[config.mk]
export PLATFORM = sky130hd
export DESIGN_NAME = roberto_uc
export DESIGN_NICKNAME = d
export VERILOG_FILES = /design/src/rtl/roberto_pkg.sv /design/src/rtl/roberto_temporizador.sv /design/src/rtl/roberto_uc.sv
export SDC_FILE = /design/constraint.sdc
export NUM_CORES = 1
export LEC_CHECK = 0
export BUFFER_PORTS_ARGS = -buffer_cell sky130_fd_sc_hd__buf_2
export CORE_MARGIN = 5
export CORE_UTILIZATION = 55
export CTS_CLUSTER_DIAMETER = 30
export DETAILED_ROUTE_END_ITERATION = 10
export GPL_TIMING_DRIVEN = 1
export PLACE_DENSITY_LB_ADDON = 0.15
export SETUP_SLACK_MARGIN = 0.02
export SYNTH_ARGS = -nofsm -noshare
export SYNTH_HDL_FRONTEND = slang
export SYNTH_SLANG_ARGS = --single-unit
[constraint.sdc]
create_clock -name clock -period 2.6 [get_ports clock]
set_input_delay 0.39 -clock clock [delete_from_list [all_inputs] [get_ports clock]]
set_output_delay 0.39 -clock clock [all_outputs]
set_load 0.01 [all_outputs]
[src/rtl/roberto_pkg.sv]
// Shared definitions for the roberto_uc control unit: state codes,
// serial mux select codes and the sensor-skip helper.
package roberto_pkg;

   typedef enum logic [3:0] {
      INICIAL        = 4'd0,
      PREPARA        = 4'd1,
      MEDE           = 4'd2,
      AGUARDA_MEDIDA = 4'd3,
      TRANSMITE      = 4'd4,
      AGUARDA_TX     = 4'd5,
      PROXIMO        = 4'd6,
      FIM            = 4'd7,
      ESPERA         = 4'd8
   } estado_t;

   localparam logic [1:0] SEL_SENSOR1 = 2'd3;
   localparam logic [1:0] SEL_SENSOR2 = 2'd2;
   localparam logic [1:0] SEL_SENSOR3 = 2'd1;
   localparam logic [1:0] SEL_IDLE    = 2'd0;

   localparam logic [1:0] SEL_CENT = 2'd3;
   localparam logic [1:0] SEL_DEZ  = 2'd2;
   localparam logic [1:0] SEL_UNID = 2'd1;
   localparam logic [1:0] SEL_SEP  = 2'd0;

   // Highest sensor select <= sel whose error bit is clear, else SEL_IDLE.
   // Select 3 maps to err[0] (sensor 1), 1 maps to err[2] (sensor 3).
   function automatic logic [1:0] prox_ok(input logic [1:0] sel,
                                          input logic [2:0] err);
      logic [1:0] r;
      r = SEL_IDLE;
      for (int i = 1; i <= 3; i++) begin
         if ((2'(i) <= sel) && !err[3-i]) r = 2'(i);
      end
      return r;
   endfunction

endpackage

[src/rtl/roberto_temporizador.sv]
// Loadable up-counter with clear/enable and compare-equal flag.
// Ports: clock, reset (async low), clr, ld/d, en, limite -> igual.
module roberto_temporizador #(
   parameter int N = 26
) (
   input  logic         clock,
   input  logic         reset,
   input  logic         clr,
   input  logic         ld,
   input  logic         en,
   input  logic [N-1:0] d,
   input  logic [N-1:0] limite,
   output logic         igual
);

   logic [N-1:0] q;

   always_ff @(posedge clock or negedge reset) begin
      if (!reset)  q <= '0;
      else if (clr) q <= '0;
      else if (ld)  q <= d;
      else if (en)  q <= q + 1'b1;
   end

   assign igual = (q == limite);

endmodule

[src/rtl/roberto_uc.sv]
// Control unit: clear, measure 3 sensors (with timeout), stream 12 chars.
// Ports: clock, reset (async low), ligar, pronto_medida[2:0], pronto_serial
//        -> zera, medir, partida_tx, sel_sensor, sel_char, erro_medida,
//           pronto, db_estado. Option: ROBERTO_UC_PULA_ERRO_EN skips bad sensors.
module roberto_uc #(
   parameter int T_ESPERA  = 50_000_000,
   parameter int T_TIMEOUT = 2_500_000,
   parameter int N_TMR     = 26
) (
   input  logic       clock,
   input  logic       reset,
   input  logic       ligar,
   input  logic [2:0] pronto_medida,
   input  logic       pronto_serial,
   output logic       zera,
   output logic       medir,
   output logic       partida_tx,
   output logic [1:0] sel_sensor,
   output logic [1:0] sel_char,
   output logic [2:0] erro_medida,
   output logic       pronto,
   output logic [3:0] db_estado
);

   import roberto_pkg::*;

   localparam logic [N_TMR-1:0] LIM_ESPERA  = N_TMR'(T_ESPERA - 1);
   localparam logic [N_TMR-1:0] LIM_TIMEOUT = N_TMR'(T_TIMEOUT - 1);

   estado_t          estado;
   logic [2:0]       done;
   logic [2:0]       done_nx;
   logic [2:0]       erro_nx;
   logic [1:0]       sensor_ini;
   logic [1:0]       sensor_prox;
   logic             tmr_clr;
   logic             tmr_en;
   logic             tmr_fim;
   logic [N_TMR-1:0] tmr_lim;

   // Include this cycle's pulses so a late pulse still beats the timeout.
   assign done_nx = done | pronto_medida;
   assign erro_nx = (&done_nx) ? 3'b000 : ~done_nx;

`ifdef ROBERTO_UC_PULA_ERRO_EN
   assign sensor_ini  = prox_ok(SEL_SENSOR1, erro_nx);
   assign sensor_prox = prox_ok(sel_sensor - 2'd1, erro_medida);
`else
   assign sensor_ini  = SEL_SENSOR1;
   assign sensor_prox = sel_sensor - 2'd1;
`endif

   // One timer serves both the measurement timeout and the idle wait.
   assign tmr_clr = (estado == PREPARA) || (estado == FIM);
   assign tmr_en  = (estado == MEDE) || (estado == AGUARDA_MEDIDA)
                 || (estado == ESPERA);
   assign tmr_lim = (estado == ESPERA) ? LIM_ESPERA : LIM_TIMEOUT;

   roberto_temporizador #(.N(N_TMR)) u_tmr (
      .clock  (clock),
      .reset  (reset),
      .clr    (tmr_clr),
      .ld     (1'b0),
      .en     (tmr_en),
      .d      ('0),
      .limite (tmr_lim),
      .igual  (tmr_fim)
   );

   assign db_estado = estado;

   // Pulse outputs are set on the transition into their state.
   always_ff @(posedge clock or negedge reset) begin
      if (!reset) begin
         estado      <= INICIAL;
         done        <= '0;
         zera        <= 1'b0;
         medir       <= 1'b0;
         partida_tx  <= 1'b0;
         pronto      <= 1'b0;
         sel_sensor  <= SEL_IDLE;
         sel_char    <= SEL_SEP;
         erro_medida <= '0;
      end else begin
         zera       <= 1'b0;
         medir      <= 1'b0;
         partida_tx <= 1'b0;
         pronto     <= 1'b0;
         unique case (estado)
            INICIAL: begin
               if (ligar) begin
                  estado <= PREPARA;
                  zera   <= 1'b1;
               end
            end
            PREPARA: begin
               done        <= '0;
               erro_medida <= '0;
               sel_sensor  <= SEL_IDLE;
               sel_char    <= SEL_SEP;
               estado      <= MEDE;
               medir       <= 1'b1;
            end
            MEDE: begin
               done   <= done_nx;
               estado <= AGUARDA_MEDIDA;
            end
            AGUARDA_MEDIDA: begin
               done <= done_nx;
               if ((&done_nx) || tmr_fim) begin
                  erro_medida <= erro_nx;
                  sel_char    <= SEL_CENT;
                  sel_sensor  <= sensor_ini;
                  if (sensor_ini == SEL_IDLE) begin
                     sel_char <= SEL_SEP;
                     estado   <= FIM;
                     pronto   <= 1'b1;
                  end else begin
                     estado     <= TRANSMITE;
                     partida_tx <= 1'b1;
                  end
               end
            end
            TRANSMITE: begin
               estado <= AGUARDA_TX;
            end
            AGUARDA_TX: begin
               if (pronto_serial) estado <= PROXIMO;
            end
            PROXIMO: begin
               if (sel_char != SEL_SEP) begin
                  sel_char   <= sel_char - 2'd1;
                  estado     <= TRANSMITE;
                  partida_tx <= 1'b1;
               end else if (sensor_prox == SEL_IDLE) begin
                  sel_sensor <= SEL_IDLE;
                  estado     <= FIM;
                  pronto     <= 1'b1;
               end else begin
                  sel_sensor <= sensor_prox;
                  sel_char   <= SEL_CENT;
                  estado     <= TRANSMITE;
                  partida_tx <= 1'b1;
               end
            end
            FIM: begin
               sel_sensor <= SEL_IDLE;
               estado     <= ESPERA;
            end
            ESPERA: begin
               if (tmr_fim) begin
                  if (ligar) begin
                     estado <= PREPARA;
                     zera   <= 1'b1;
                  end else begin
                     estado <= INICIAL;
                  end
               end
            end
            default: estado <= INICIAL;
         endcase
      end
   end

endmodule

==> out/metrics.csv <==
stage,metric,value,unit
sta,Final setup viols,0,
route,DRT Pass-1 Iters,4,
finish,most frequent cells in the layout,"dfrtp_1, nor2_1, nand2_1",
worst_setup_path,critical path class,flop to flop,
outcome,result of the run,finished clean,
finish,"commonest non-fill, non-tap cell in the layout",dfrtp_1,
sta,endpoints failing hold,0,
worst_setup_path,type of origin of the critical path,flop,
finish,Post-layout nets,300,
finish,fin cells,343,
logic_synthesis,main combinational cell family by area after synthesis,simple AND/OR/NAND/NOR gates,
power_and_ir_drop,Static Leak,1.20,nW
logic_synthesis,post-synthesis xor/xnor area fraction,0.0686,
power_and_ir_drop,sw frac,0.395,
logic_synthesis,"Avg Cell Area, Syn",9.16,µm²
sta,total negative slack,0,ns
global_routing,gr usage total,0.194,
floorplanning,initial core utilization,0.561,
place,post-DP HPWL,3750,µm
clock_tree,cts hold-fix bufs,0,
floorplanning,chip height,76.4,µm
route,Residual DRC,0,
logic_synthesis,post-synthesis mux area share,0.00877,
route,final wirelength,5250,µm
global_routing,largest net degree at the start of global routing,45,
floorplanning,core area,4320,µm²
worst_setup_path,reg2reg end,db_estado[0],
sta,clk_skew,0.0132,ns
power_and_ir_drop,Seq pwr share,0.350,
floorplanning,Die ar.,5840,µm²
global_routing,antenna violations before repair,0,
worst_setup_path,Critical R2R Launch,u_tmr.q[0],
floorplanning,Die W,76.4,µm
sta,RSZ-0062 raised after global routing,no,
place,I/O Buffers,21,
global_routing,vias in the first global route,1907,
route,"antenna viol nets, final",0,
power_and_ir_drop,total power,2.50,mW
power_and_ir_drop,maximum VDD drop,413,µV
clock_tree,number of CTS-inserted buffers,5,
clock_tree,Clock Sinks,44,
finish,n_diodes,0,
worst_setup_path,CP Data Required Time,2.80,ns
global_routing,met1 track utilization from global routing,0.281,
logic_synthesis,post-synth cell types,48,
logic_synthesis,predominant post-synthesis flop cell,dfrtp_1,
logic_synthesis,Cells after Synth,265,
global_routing,met3 Use GR,0.0437,
sta,Period minus WS final,2.30,ns
sta,relative max-transition margin,0.350,
sta,fmax,435,MHz
clock_tree,Clock Pin Slew Worst Setup and Hold Paths,0.09,ns
floorplanning,I/O Pins,22,
global_routing,first-pass GRT wire length,9300,µm
place,pre-CTS setup slack,0.210,ns
clock_tree,post-CTS resize count,0,
logic_synthesis,adder-cell area share of the yosys netlist,0.0155,
route,initial DRC count,117,
logic_synthesis,Compound-Gate Fraction of Synth Area,0.128,
clock_tree,maximum root-to-sink buffer count,2,
finish,share of cells above drive strength 1,0.151,
finish,Finished Core Util,0.628,
worst_hold_path,HP Class,input port to asynchronous set/reset pin,
clock_tree,TritonCTS clock tree,built,
route,drt via density,5.92,
power_and_ir_drop,Clk network pwr share,0.210,
worst_setup_path,reg2reg path depth,7,
sta,final setup margin,0.300,ns
global_routing,gr ovfl total,0,
route,routed length per instance,15.3,µm
global_routing,GR peak layer,met2,
floorplanning,# rows,24,
logic_synthesis,syn_nets,275,
place,cell count after placement,335,
run,maxcap violations,0,
power_and_ir_drop,P_int,1.52,mW
logic_synthesis,"Warnings, synthesis",0,
place,routability cong.,0.856,
power_and_ir_drop,NetSw,0.989,mW
global_routing,met2 Use GR,0.290,
power_and_ir_drop,ratio of total power to cell area,922,nW/µm²
logic_synthesis,Mapped Area,2430,µm²
worst_setup_path,CP endpoint kind,flop,
worst_setup_path,CP Max Fanout,5,
logic_synthesis,Seq cells post-synth,44,
clock_tree,Clock Latency Late Sink,0.30,ns
logic_synthesis,"EDFF count, synth",0,
power_and_ir_drop,power share of the combinational group,0.440,
logic_synthesis,post-synthesis simple-gate area fraction,0.283,
route,total number of vias,2029,
worst_setup_path,crit path DAT,2.50,ns
logic_synthesis,Post-synth ARST share,1.00,
logic_synthesis,sequential cell area fraction in the yosys report,0.454,
worst_setup_path,Reg2Reg Setup Slack,0.30,ns
finish,area grow syn2layout,12.0,%
sta,"Slew Viols, Final",0,
clock_tree,depth of the CTS H-tree,2,
clock_tree,clock root cell,clkbuf_8,
sta,worst slew pin tran,0.974,ns
sta,final period utilization,0.885,
clock_tree,"Setup Fix Bufs, Post-CTS",0,
[routing by layer]
metal	wire [µm]	part of all wire
met1	2450	0.47
met5	0	0
met2	2450	0.47
met4	65	0.012
met3	280	0.053
[cells by family after synthesis]
group | count (synthesis)
xor+xnor | 19
flops | 44
buf+inv | 22
simple gates | 130
mux | 2
compound gates | 45
fa+ha+maj | 3
[area by class of cell]
class                           count  area (µm²)
Sequential cell                    44        1100
Timing Repair Buffer               30         173
Multi-Input combinational cell    199        1230
Inverter                           10        37.5
Tap cell                           52        65.1
Clock inverter                      2        35.0
Clock buffer                        6        72.6
Fill cell                         382        1610
[through the flow]
step | instance area (µm²) | hold slack, ns
floorplan | 2430 | 0.0944
finish | 2720 | 0.245
global placement | 2610 | 0.500
CTS | 2720 | 0.281
global route | 2720 | 0.329
detailed placement | 2610 | 0.502
[flip-flops by register name, indices dropped and copies added, names as in the netlist]
| name | count |
|---|---|
| db_estado | 4 |
| done | 3 |
| erro_medida | 3 |
| medir | 1 |
| partida_tx | 1 |
| pronto | 1 |
| sel_char | 2 |
| sel_sensor | 2 |
| u_tmr.q | 26 |
| zera | 1 |
[critical path, cell delays in order, from the launching register on]
cell       delay [ns]
dfrtp_1          0.41
ha_1             0.21
nand4_1          0.14
a2111oi_1        0.50
o21a_1           0.24
a21oi_1          0.13
nor3_1           0.21
mux2_2           0.35
[how the worst max path moves through the flow]
stage | startpoint | to | slack (ns)
CTS | u_tmr.q[0] | db_estado[0] | 0.20
global route | u_tmr.q[0] | db_estado[0] | 0.02
detailed placement | u_tmr.q[0] | db_estado[0] | 0.21
global placement | u_tmr.q[0] | db_estado[0] | 0.29
floorplan | u_tmr.q[0] | db_estado[0] | 0.33
finish | u_tmr.q[0] | db_estado[0] | 0.30
[power groups by stage]
stage / Sequential (mW) / Combinational (mW) / Clock (mW)
after floorplan: 0.920 / 0.735 / 0
after global placement: 0.882 / 1.10 / 0
after detailed placement: 0.892 / 1.11 / 0
after CTS: 0.877 / 1.11 / 0.535
after global routing: 0.893 / 1.24 / 0.577
final: 0.877 / 1.10 / 0.525
[cell usage after synthesis, drive strengths merged (3+ instances only)]
master	count	area [µm²]
dfrtp	44	1100
nor2	35	131
nand2	24	90.1
a21oi	15	75.1
xnor2	14	123
nor4	13	81.3
nor3	12	65.1
inv	10	37.5
nand4	8	50.1
clkbuf	7	26.3
nand2b	6	37.5
o21ai	6	30.0
or3	6	42.5
buf	5	37.5
nand3	5	25.0
o21a	5	45.0
xor2	5	43.8
a22o	4	35.0
nor2b	4	25.0
and3	3	18.8
ha	3	37.5
(Power assumes the default switching activity.)
